--- src/rtl/keypad_pkg.sv ---
// Shared types and constants for the 4x4 keypad scanner: scan-result encoding,
// key map and the column sequencer states.
package keypad_pkg;

  localparam int NUM_COLS = 4;
  localparam int NUM_ROWS = 4;

  // One full-scan result: present=0 means no single key (KEY_NONE).
  typedef struct packed {
    logic       present;
    logic [3:0] code;
  } keyResult_t;

  localparam keyResult_t KEY_NONE = '{present: 1'b0, code: 4'h0};

  // KEY_MAP[row][col]; row 3 is the top row, col 3 the leftmost column.
  localparam logic [NUM_ROWS-1:0][NUM_COLS-1:0][3:0] KEY_MAP = {
    {4'h1, 4'h2, 4'h3, 4'hA},
    {4'h4, 4'h5, 4'h6, 4'hB},
    {4'h7, 4'h8, 4'h9, 4'hC},
    {4'h0, 4'hF, 4'hE, 4'hD}
  };

  // Encoding equals the column index so a state can drive col_n directly.
  typedef enum logic [1:0] {
    COL0 = 2'd0,
    COL1 = 2'd1,
    COL2 = 2'd2,
    COL3 = 2'd3
  } colState_t;

  function automatic logic [2:0] countOnes(input logic [3:0] v);
    countOnes = 3'd0;
    for (int i = 0; i < 4; i++) countOnes = countOnes + {2'b00, v[i]};
  endfunction

endpackage

--- src/rtl/keypad_if.sv ---
// Keypad pin and key-report bundle; master is the scanner, slave the keypad/display side.
interface keypad_if;
  logic [3:0] row_n;
  logic [3:0] col_n;
  logic [3:0] key_val;
  logic       key_valid;
  logic       key_down;

  modport master (
    input  row_n,
    output col_n, key_val, key_valid, key_down
  );

  modport slave (
    output row_n,
    input  col_n, key_val, key_valid, key_down
  );
endinterface

--- src/rtl/keypad_debounce.sv ---
// Candidate / stable-count / commit logic fed once per full scan.
// Auto-repeat of a held key is built only when KEYPAD_REPEAT_EN is defined.
module keypad_debounce
  import keypad_pkg::*;
#(
  parameter int unsigned DEBOUNCE_SCANS = 4
`ifdef KEYPAD_REPEAT_EN
  ,
  parameter int unsigned REPEAT_SCANS = 50
`endif
) (
  input  logic       clk,
  input  logic       rst,
  input  logic       scanDone,
  input  keyResult_t scanResult,
  output logic [3:0] keyVal,
  output logic       keyValid,
  output logic       keyDown
);

  localparam int unsigned CW = $clog2(DEBOUNCE_SCANS + 1);
  localparam logic [CW-1:0] STABLE_MAX = CW'(DEBOUNCE_SCANS);

  keyResult_t    candidate, candNext, committed;
  logic [CW-1:0] stableCnt, stableNext;
  logic          commit;
  logic          repeatFire;
  logic          pulse;

  // NOTE: every variable gets a default at the top of always_comb so no path leaves it unassigned (no latch).
  always_comb begin
    candNext   = candidate;
    stableNext = stableCnt;
    if (scanResult == candidate) begin
      if (stableCnt != STABLE_MAX) stableNext = stableCnt + 1'b1;
    end else begin
      candNext   = scanResult;
      stableNext = '0;
    end
    commit = scanDone && (stableNext == STABLE_MAX) && (candNext != committed);
  end

  assign pulse = (commit && candNext.present) || repeatFire;

  // NOTE: state registers use non-blocking assignments so all flops update from pre-edge values.
  always_ff @(posedge clk or posedge rst) begin
    if (rst) begin
      candidate <= KEY_NONE;
      committed <= KEY_NONE;
      stableCnt <= '0;
      keyVal    <= 4'h0;
      keyValid  <= 1'b0;
      keyDown   <= 1'b0;
    end else begin
      keyValid <= pulse;
      if (scanDone) begin
        candidate <= candNext;
        stableCnt <= stableNext;
      end
      if (commit) begin
        committed <= candNext;
        keyDown   <= candNext.present;
        if (candNext.present) keyVal <= candNext.code;
      end
    end
  end

`ifdef KEYPAD_REPEAT_EN
  localparam int unsigned RW = (REPEAT_SCANS > 1) ? $clog2(REPEAT_SCANS) : 1;
  localparam logic [RW-1:0] REPEAT_LAST = RW'(REPEAT_SCANS - 1);

  logic [RW-1:0] repeatCnt;
  logic          repeatQualify;

  // Counts full scans of the committed key staying held since its last commit.
  assign repeatQualify = scanDone && !commit && keyDown && (scanResult == committed);
  assign repeatFire    = repeatQualify && (repeatCnt == REPEAT_LAST);

  always_ff @(posedge clk or posedge rst) begin
    if (rst) begin
      repeatCnt <= '0;
    end else if (scanDone) begin
      if (!repeatQualify || repeatFire) repeatCnt <= '0;
      else                              repeatCnt <= repeatCnt + 1'b1;
    end
  end
`else
  assign repeatFire = 1'b0;
`endif

endmodule

--- src/rtl/keypad_scanner.sv ---
// 4x4 matrix keypad scanner: row synchronizer, column sequencer and per-scan key encoder,
// followed by keypad_debounce. Define KEYPAD_REPEAT_EN to build auto-repeat.
module keypad_scanner
  import keypad_pkg::*;
#(
  parameter int unsigned SETTLE_CYCLES  = 100000,
  parameter int unsigned DEBOUNCE_SCANS = 4,
  parameter int unsigned REPEAT_SCANS   = 50
) (
  input logic      clk,
  input logic      rst,
  keypad_if.master kp
);

  if (SETTLE_CYCLES < 1 || DEBOUNCE_SCANS < 1 || REPEAT_SCANS < 1) begin : gBadParams
    $error("keypad_scanner: SETTLE_CYCLES, DEBOUNCE_SCANS and REPEAT_SCANS must be at least 1");
  end

  localparam int unsigned SW = (SETTLE_CYCLES > 1) ? $clog2(SETTLE_CYCLES) : 1;
  localparam logic [SW-1:0] SETTLE_LAST = SW'(SETTLE_CYCLES - 1);

  logic [3:0]    rowMeta, rowSync;
  logic [SW-1:0] settleCnt;
  logic          lastCycle;
  colState_t     colState, colNext;
  logic [3:0]    colN;

  logic [3:0]    rowsLow;
  logic [2:0]    colHits, totalHits;
  logic [1:0]    hitRow;
  logic [1:0]    accCount, baseCount, mergedCount;
  logic [3:0]    accCode, mergedCode;
  keyResult_t    result, scanResult;
  logic          scanDone;

  logic [3:0]    keyVal;
  logic          keyValid, keyDown;

  always_ff @(posedge clk or posedge rst) begin
    if (rst) begin
      rowMeta <= 4'hF;
      rowSync <= 4'hF;
    end else begin
      rowMeta <= kp.row_n;
      rowSync <= rowMeta;
    end
  end

  assign lastCycle = (settleCnt == SETTLE_LAST);

  always_ff @(posedge clk or posedge rst) begin
    if (rst) begin
      settleCnt <= '0;
      colState  <= COL3;
      colN      <= 4'b0111;
    end else begin
      colState <= colNext;
      if (lastCycle) begin
        settleCnt <= '0;
        colN      <= ~(4'b0001 << colNext);
      end else begin
        settleCnt <= settleCnt + 1'b1;
      end
    end
  end

  always_comb begin
    colNext = colState;
    if (lastCycle) begin
      unique case (colState)
        COL3:    colNext = COL2;
        COL2:    colNext = COL1;
        COL1:    colNext = COL0;
        default: colNext = COL3;
      endcase
    end
  end

  // Merge this column's hits into the running scan; counts saturate at 2 (multi-key).
  always_comb begin
    rowsLow = ~rowSync;
    colHits = countOnes(rowsLow);
    hitRow  = 2'd0;
    for (int r = 0; r < NUM_ROWS; r++) begin
      if (rowsLow[r]) hitRow = 2'(r);
    end
    baseCount   = (colState == COL3) ? 2'd0 : accCount;
    totalHits   = {1'b0, baseCount} + colHits;
    mergedCount = (totalHits >= 3'd2) ? 2'd2 : totalHits[1:0];
    mergedCode  = (baseCount == 2'd0) ? KEY_MAP[hitRow][colState] : accCode;
    result      = (mergedCount == 2'd1) ? '{present: 1'b1, code: mergedCode} : KEY_NONE;
  end

  always_ff @(posedge clk or posedge rst) begin
    if (rst) begin
      accCount   <= 2'd0;
      accCode    <= 4'h0;
      scanDone   <= 1'b0;
      scanResult <= KEY_NONE;
    end else begin
      scanDone <= lastCycle && (colState == COL0);
      if (lastCycle) begin
        accCount <= mergedCount;
        accCode  <= mergedCode;
        if (colState == COL0) scanResult <= result;
      end
    end
  end

  keypad_debounce #(
    .DEBOUNCE_SCANS(DEBOUNCE_SCANS)
`ifdef KEYPAD_REPEAT_EN
    ,
    .REPEAT_SCANS(REPEAT_SCANS)
`endif
  ) uDebounce (
    .clk       (clk),
    .rst       (rst),
    .scanDone  (scanDone),
    .scanResult(scanResult),
    .keyVal    (keyVal),
    .keyValid  (keyValid),
    .keyDown   (keyDown)
  );

  assign kp.col_n     = colN;
  assign kp.key_val   = keyVal;
  assign kp.key_valid = keyValid;
  assign kp.key_down  = keyDown;

endmodule
--- src/flat_wrapper.sv ---
// flat-port wrapper written by rule: the top's interface ports become plain ports
module keypad_scanner_flat import keypad_pkg::*;
#(
  parameter int unsigned SETTLE_CYCLES  = 100000,
  parameter int unsigned DEBOUNCE_SCANS = 4,
  parameter int unsigned REPEAT_SCANS   = 50
)
  (clk, rst, kp_row_n, kp_col_n, kp_key_val, kp_key_valid, kp_key_down);
  keypad_if kp_i ();
  input logic clk;
  input logic rst;
  input wire logic [$bits(kp_i.row_n)-1:0] kp_row_n;
  output wire logic [$bits(kp_i.col_n)-1:0] kp_col_n;
  output wire logic [$bits(kp_i.key_val)-1:0] kp_key_val;
  output wire logic [$bits(kp_i.key_valid)-1:0] kp_key_valid;
  output wire logic [$bits(kp_i.key_down)-1:0] kp_key_down;
  assign kp_i.row_n = kp_row_n;
  assign kp_col_n = kp_i.col_n;
  assign kp_key_val = kp_i.key_val;
  assign kp_key_valid = kp_i.key_valid;
  assign kp_key_down = kp_i.key_down;
  keypad_scanner #(.SETTLE_CYCLES(SETTLE_CYCLES), .DEBOUNCE_SCANS(DEBOUNCE_SCANS), .REPEAT_SCANS(REPEAT_SCANS)) u_core (.clk(clk), .rst(rst), .kp(kp_i));
endmodule
--- config.mk ---
export PLATFORM = sky130hd
export DESIGN_NAME = keypad_scanner_flat
export DESIGN_NICKNAME = d
export VERILOG_FILES = /design/src/rtl/keypad_pkg.sv /design/src/rtl/keypad_if.sv /design/src/rtl/keypad_debounce.sv /design/src/rtl/keypad_scanner.sv /design/src/flat_wrapper.sv
export SDC_FILE = /design/constraint.sdc
export NUM_CORES = 1
export LEC_CHECK = 0
export BUFFER_PORTS_ARGS = -buffer_cell sky130_fd_sc_hd__buf_2
export CORE_ASPECT_RATIO = 1.4
export CORE_MARGIN = 1
export CORE_UTILIZATION = 35
export CTS_CLUSTER_DIAMETER = 50
export DETAILED_ROUTE_END_ITERATION = 10
export GPL_ROUTABILITY_DRIVEN = 0
export HOLD_SLACK_MARGIN = 0.15
export SYNTH_ARGS = -nofsm -noshare
export SYNTH_HDL_FRONTEND = slang
export SYNTH_SLANG_ARGS = --single-unit
--- constraint.sdc ---
create_clock -name clk -period 7.47 [get_ports clk]
set_input_delay 0.747 -clock clk [delete_from_list [all_inputs] [get_ports clk]]
set_output_delay 0.747 -clock clk [all_outputs]
set_load 0.005 [all_outputs]
* Yosys cells after proc, flatten, opt, wreduce, memory -nomap -nowiden
Cells that the tools add are included. W data, S select, Z words.
Word-level totals: bits in registers 61, input port bits 6, word-level logic and storage cells 63
Operators by class: $add $sub $neg 6, $lt $le $gt $ge 3, equal/unequal tests 9, shift operators 1, muxes and demuxes 17, bitwise logic cells 2, reductions and logical operators 8
Operators by type and width (number):
- $bmux W16 S2 | 1
- $add A17 B1 Y17 const B | 1
- $eq A17 B17 Y1 const B | 1
- $mux W17 | 1
- $mux W16 | 1
- $mux W2 | 5
- $mux W5 | 2
- $bmux W4 S2 | 1
- $mux W4 | 2
- $not A4 Y4 | 2
- $add A3 B1 Y3 | 2
- $lt A2 B3 Y1 const B | 2
- $mux W3 | 2
- $pmux W2 S3 | 1
- $eq A5 B5 Y1 | 1
- $ne A5 B5 Y1 | 1
- $eq A2 B1 Y1 const B | 2
- $eq A2 B2 Y1 const B | 2
- $logic_and A1 B1 Y1 | 4
- $logic_not A2 Y1 | 2
- $reduce_and A2 Y1 | 2
- $shl A1 B2 Y4 const A | 1
- $add A2 B3 Y3 | 1
- $add A3 B1 Y3 const B | 1
- 5 further kinds | 5

* Depth between registers and ports, before layout
depth after elaboration 10, depth in mapped cells 12, depth with buffers taken out 12

* Hierarchy
A second synthesis with hierarchy kept.
Unflattened totals: cell total of the unflattened synthesis 260, area, all modules 3015.4 um^2
By module, submodules not included:
- keypad_scanner | times used 1, cells an instance 191, area an instance 2100.8 um^2, sequential area each 1092.3 um^2
- keypad_debounce | times used 1, cells an instance 69, area an instance 914.6 um^2, sequential area each 450.4 um^2

* Worst setup path before layout
No wires, ideal clock.
path type reg-to-reg, start point register u_core.rowSync[1], end point register, netlist name u_core.scanResult[1], setup time 83 ps, data arrival time 2442 ps, setup slack 4946 ps, cell stages (with the launch flop) 13, path buffers 0, period minus slack after synthesis 2524 ps, path through dfstp_2 > inv_1 > ha_1 > inv_1 > fa_1 > inv_1 > ha_1 > inv_1 > fa_1 > xor2_1 > and3_1 > nand3_1 > o21ai_0
On the way: cells in the longest elaborated chain, start to end 10, elaborated cells between the ends (all ways) 17, those cells by class add/sub: 4; order compare: 1; eq/ne: 1; mux: 10; bitwise: 1
Ends and longest elaborated chain:
- start, declared | line keypad_scanner.sv:22 | logic [3:0] rowMeta, rowSync;
- start signal, assigned | line keypad_scanner.sv:45 | rowSync <= rowMeta;
- $not A4 Y4 * | line keypad_scanner.sv:81 | rowsLow = ~rowSync;
- branches (longest 8 deep; another with $add A3 B1 Y3)
- $mux W5 * | line keypad_scanner.sv:91 | result = (mergedCount == 2'd1) ? '{present: 1'b1, code: mergedCode} : KEY_NONE;
Mark *: on every way between the ends. The select of a mux whose other input is x is not followed. A chain may end at the register's enable or synchronous reset.

* Worst setup path after layout
start point register u_core.colState[0], end point register, netlist name u_core.scanResult[1]
On the way: cells in the longest elaborated chain, start to end 7, elaborated cells between the ends (all ways) 13, those cells by class add/sub: 1; order compare: 1; eq/ne: 2; mux: 6; reduce/logical: 3
Ends and longest elaborated chain:
- start, declared | line keypad_scanner.sv:25 | colState_t colState, colNext;
- start signal, assigned | line keypad_scanner.sv:57 | colState <= colNext;
- $eq A2 B2 Y1 | line keypad_scanner.sv:87 | baseCount = (colState == COL3) ? 2'd0 : accCount;
- $mux W2 | line keypad_scanner.sv:87
- $add A2 B3 Y3 | line keypad_scanner.sv:88 | totalHits = {1'b0, baseCount} + colHits;
- $ge A3 B2 Y1 | line keypad_scanner.sv:89 | mergedCount = (totalHits >= 3'd2) ? 2'd2 : totalHits[1:0];
- $mux W2 | line keypad_scanner.sv:89
- $eq A2 B1 Y1 | line keypad_scanner.sv:91
- $mux W5 | line keypad_scanner.sv:91
Parallel ways exist; a longest one is shown, timed or not. The select of a mux whose other input is x is not followed.

==> results.md <==
* Status: finished, final reports clean
* #FFs+latches synth at 61
* Crit path DAT at between 2 and 3 ns
* Dpl ws at ~4.7 ns
* Post CTS Setup Buffer Count at 0
* Hold Buf Count CTS at 0
* Initial Util at a little over a third
* Reg clk slew, reported paths at roughly 0.06 ns
* Post-route ant nets at 0
* Final setup vio count at 0
* Worst setup margin at approximately 4.8 ns
* Violation count after the first detailed-route iteration at 75
* Core Util, Final at a little over two fifths
* Share of cells above drive strength 1 at a little under a quarter
* Worst skew pair latency at 0.32 ns
* Leak at ~1.7 nW
* Slew Viols, Final at 0
* Routed Wire Length at ~5300 um
* Max VDD drop at roughly 0.14 mV
* WP data required at slightly below 8 ns
* Post-route clock period utilization at a little over a third
* Seq/Total Area, Yosys at between 50% and 60%
* Max-cap viol count at 0
* Clock Skews at 0.00853 ns
* Crit-path max cell delay at roughly 0.63 ns
* Worst Hold Class: reg -> reg
* DRT Pass-1 Iters at 4
* Unrepaired setup endpoints after global routing: false
* Vias at ~2000
* Vias in the first global route at between 1500 and 2000
* Crit Path Class: reg -> reg
* Clock Path Buffers at 2
* Layout area overhead at 15.2%
* Post-synth EDFFs at 0
* Crit path max-delay cell type: dfstp_2
* Worst setup SP type: register
* IO Port Bufs at 15
* IO Pins at 16
* Synth Flop Type: dfrtp_1
* CTS sink cnt at 61
* Relative slew slack at between 40% and 50%
* Synthesized netlist net count at approximately 290
* Post-route DRC at 0
* Final Hold Fails at 0
* Critical Path, Cell by Cell: ha_1 > nand2b_1 > fa_1 > inv_1 > ha_1 > inv_1 > fa_1 > xor2_1 > and3_1 > nand3_1 > o21ai_0
* Tmin final at ~2.7 ns
* PwrDens at 212 nW/um^2
* Total track usage at 13.7%
* Row count at 39
* GRT Residual Overflow at 0
* Initial antenna violation count at 0
* CTS H-tree lvls at 3
* Post-cts resize count at 0
* HPWL after DPL at approximately 3800 um
* Fmax at ~370 MHz
* TritonCTS buffer count at 9
* Synth warn at 0
* Die X at between 80 and 90 um
* Global-route wire length before repair at roughly 9300 um
* Mean number of vias per cell at 5.00
* Largest net degree at the start of global routing at between 60 and 70
* Fraction of registers with async set/reset at 100%
* Post-Syn Area at about 3000 um^2
* Routed WL per cell at between 10 and 15 um
* Die footprint at 9070 um^2
* Post-Syn Area per Cell at about 11 um^2
* CTS tree: yes
* Die Y at between 100 and 150 um
* Netlist cell types at 48
* Crit path max fanout at 10
* Cells after Synth at about 270
* Root Driver: clkbuf_16
* Setup TNS at 0 ns
* Worst Setup End Kind: register
* Antenna diode count at 0
* Worst slew pin tran at 0.750 ns
* Core footprint at about 8300 um^2
* NumNets Final at around 310
-- layer usage --
layer	GRT usage, %	part of all wire, %	vias up
li1	-	-	970
met1	16.7	45	990
met2	21.6	50	28
met3	4.72	3.2	8
met4	6.07	1.9	0
met5	0	0	-
-- synth_stat cells, drive strengths merged (7+ instances only) --
library cell	n	area, um^2
nand4	7	43.8
xnor2	8	70.1
inv	18	67.6
mux2	15	184
dfstp	13	342
dfrtp	48	1200
xor2	15	131
a21oi	7	35.0
nor2	17	63.8
ha	14	175
nand2	30	115
o21ai	14	70.1
-- flip-flops by register name, summed over array words and instances, names as in the netlist --
name,count
u_core.uDebounce.keyValid,1
u_core.rowMeta,4
u_core.kp.col_n,4
u_core.colState,2
u_core.uDebounce.stableCnt,3
u_core.accCount,2
u_core.accCode,4
u_core.rowSync,4
u_core.uDebounce.keyVal,4
u_core.uDebounce.committed,5
u_core.uDebounce.candidate,5
u_core.settleCnt,17
u_core.scanResult,5
u_core.scanDone,1
-- worst max-delay path, delay by kind of cell (launching register included) --
kind / cells / cell delay [ns]
XOR/XNOR: 1 / 0.17
AO/OA/AOI/OAI: 1 / 0.18
AND/OR/NAND/NOR: 3 / 0.42
flip-flops: 1 / 0.63
buffers and inverters: 2 / 0.11
adder cells (fa/ha/maj): 4 / 1.11
-- layout by cell type (no fill, tap or decap), types with 2 or more instances in the layout --
cell type	count
dfrtp_1	48
nand2_1	29
nor2_1	17
inv_1	17
xor2_1	15
buf_2	15
o21ai_0	14
ha_1	14
dfstp_2	13
mux2_2	11
clkbuf_16	9
xnor2_1	8
nand4_1	7
a21oi_1	7
nand3_1	6
and2_1	4
and3_1	4
nor3_1	4
mux2_4	4
and4_1	3
nand2b_1	3
nor2b_1	3
nor4bb_1	2
nand4bb_1	2
nor4_4	2
o22ai_1	2
and3b_1	2
or3_1	2
fa_1	2
clkinv_4	2
clkinvlp_4	2
buf_4	2
-- stage by stage --
step | instance area, um^2 | cells | hold slack [ns] | power, mW
floorplan | 3040 | 271 | 0.345 | 0.358
global placement | 3210 | 383 | 0.346 | 0.365
detailed placement | 3210 | 383 | 0.347 | 0.366
CTS | 3500 | 399 | 0.356 | 0.757
global route | 3500 | 399 | 0.360 | 0.779
finish | 3500 | 399 | 0.356 | 0.743
-- cell type report --
cell class	instances	area, um^2
clock inverters	6	46.3
fillers	803	4800
flip-flops and latches	61	1540
well taps	102	128
clock buffers	10	239
repair buffers	17	90.1
multi-input cells	185	1390
inverters	18	67.6
-- power breakdown --
part / internal [mW] / switching, mW / leakage [nW]
combinational: 0.00801 / 0.0151 / 0.756
sequential: 0.335 / 0.00120 / 0.792
clock: 0.235 / 0.149 / 0.135
total: 0.577 / 0.165 / 1.68
-- final timing paths --
kind	from	endpoint	slack, ns	cells after the start
min	u_core.rowMeta[2]$_DFF_PP1_	u_core.rowSync[2]$_DFF_PP1_	0.36	0
max in group asynchronous	rst	u_core.accCount[0]$_DFFE_PP0N_	6.35	3
max	u_core.colState[0]$_DFF_PP1_	u_core.scanResult[1]$_DFFE_PP0P_	4.77	11
min reg2reg	u_core.rowMeta[2]$_DFF_PP1_	u_core.rowSync[2]$_DFF_PP1_	0.36	0
max reg2reg	u_core.colState[0]$_DFF_PP1_	u_core.scanResult[1]$_DFFE_PP0P_	4.77	11
min in group asynchronous	rst	u_core.settleCnt[11]$_DFF_PP0_	0.63	3
-- cell families after synthesis --
kind of cell,count (synthesis),synth area share (%)
AND/OR/NAND/NOR,97,18.3
flip-flops,61,50.8
AO/OA/AOI/OAI,31,6.18
buffers and inverters,25,3.62
XOR/XNOR,23,6.63
multiplexers,17,7.12
adder cells (fa/ha/maj),17,7.41
Power figures use the tool's default switching activity.
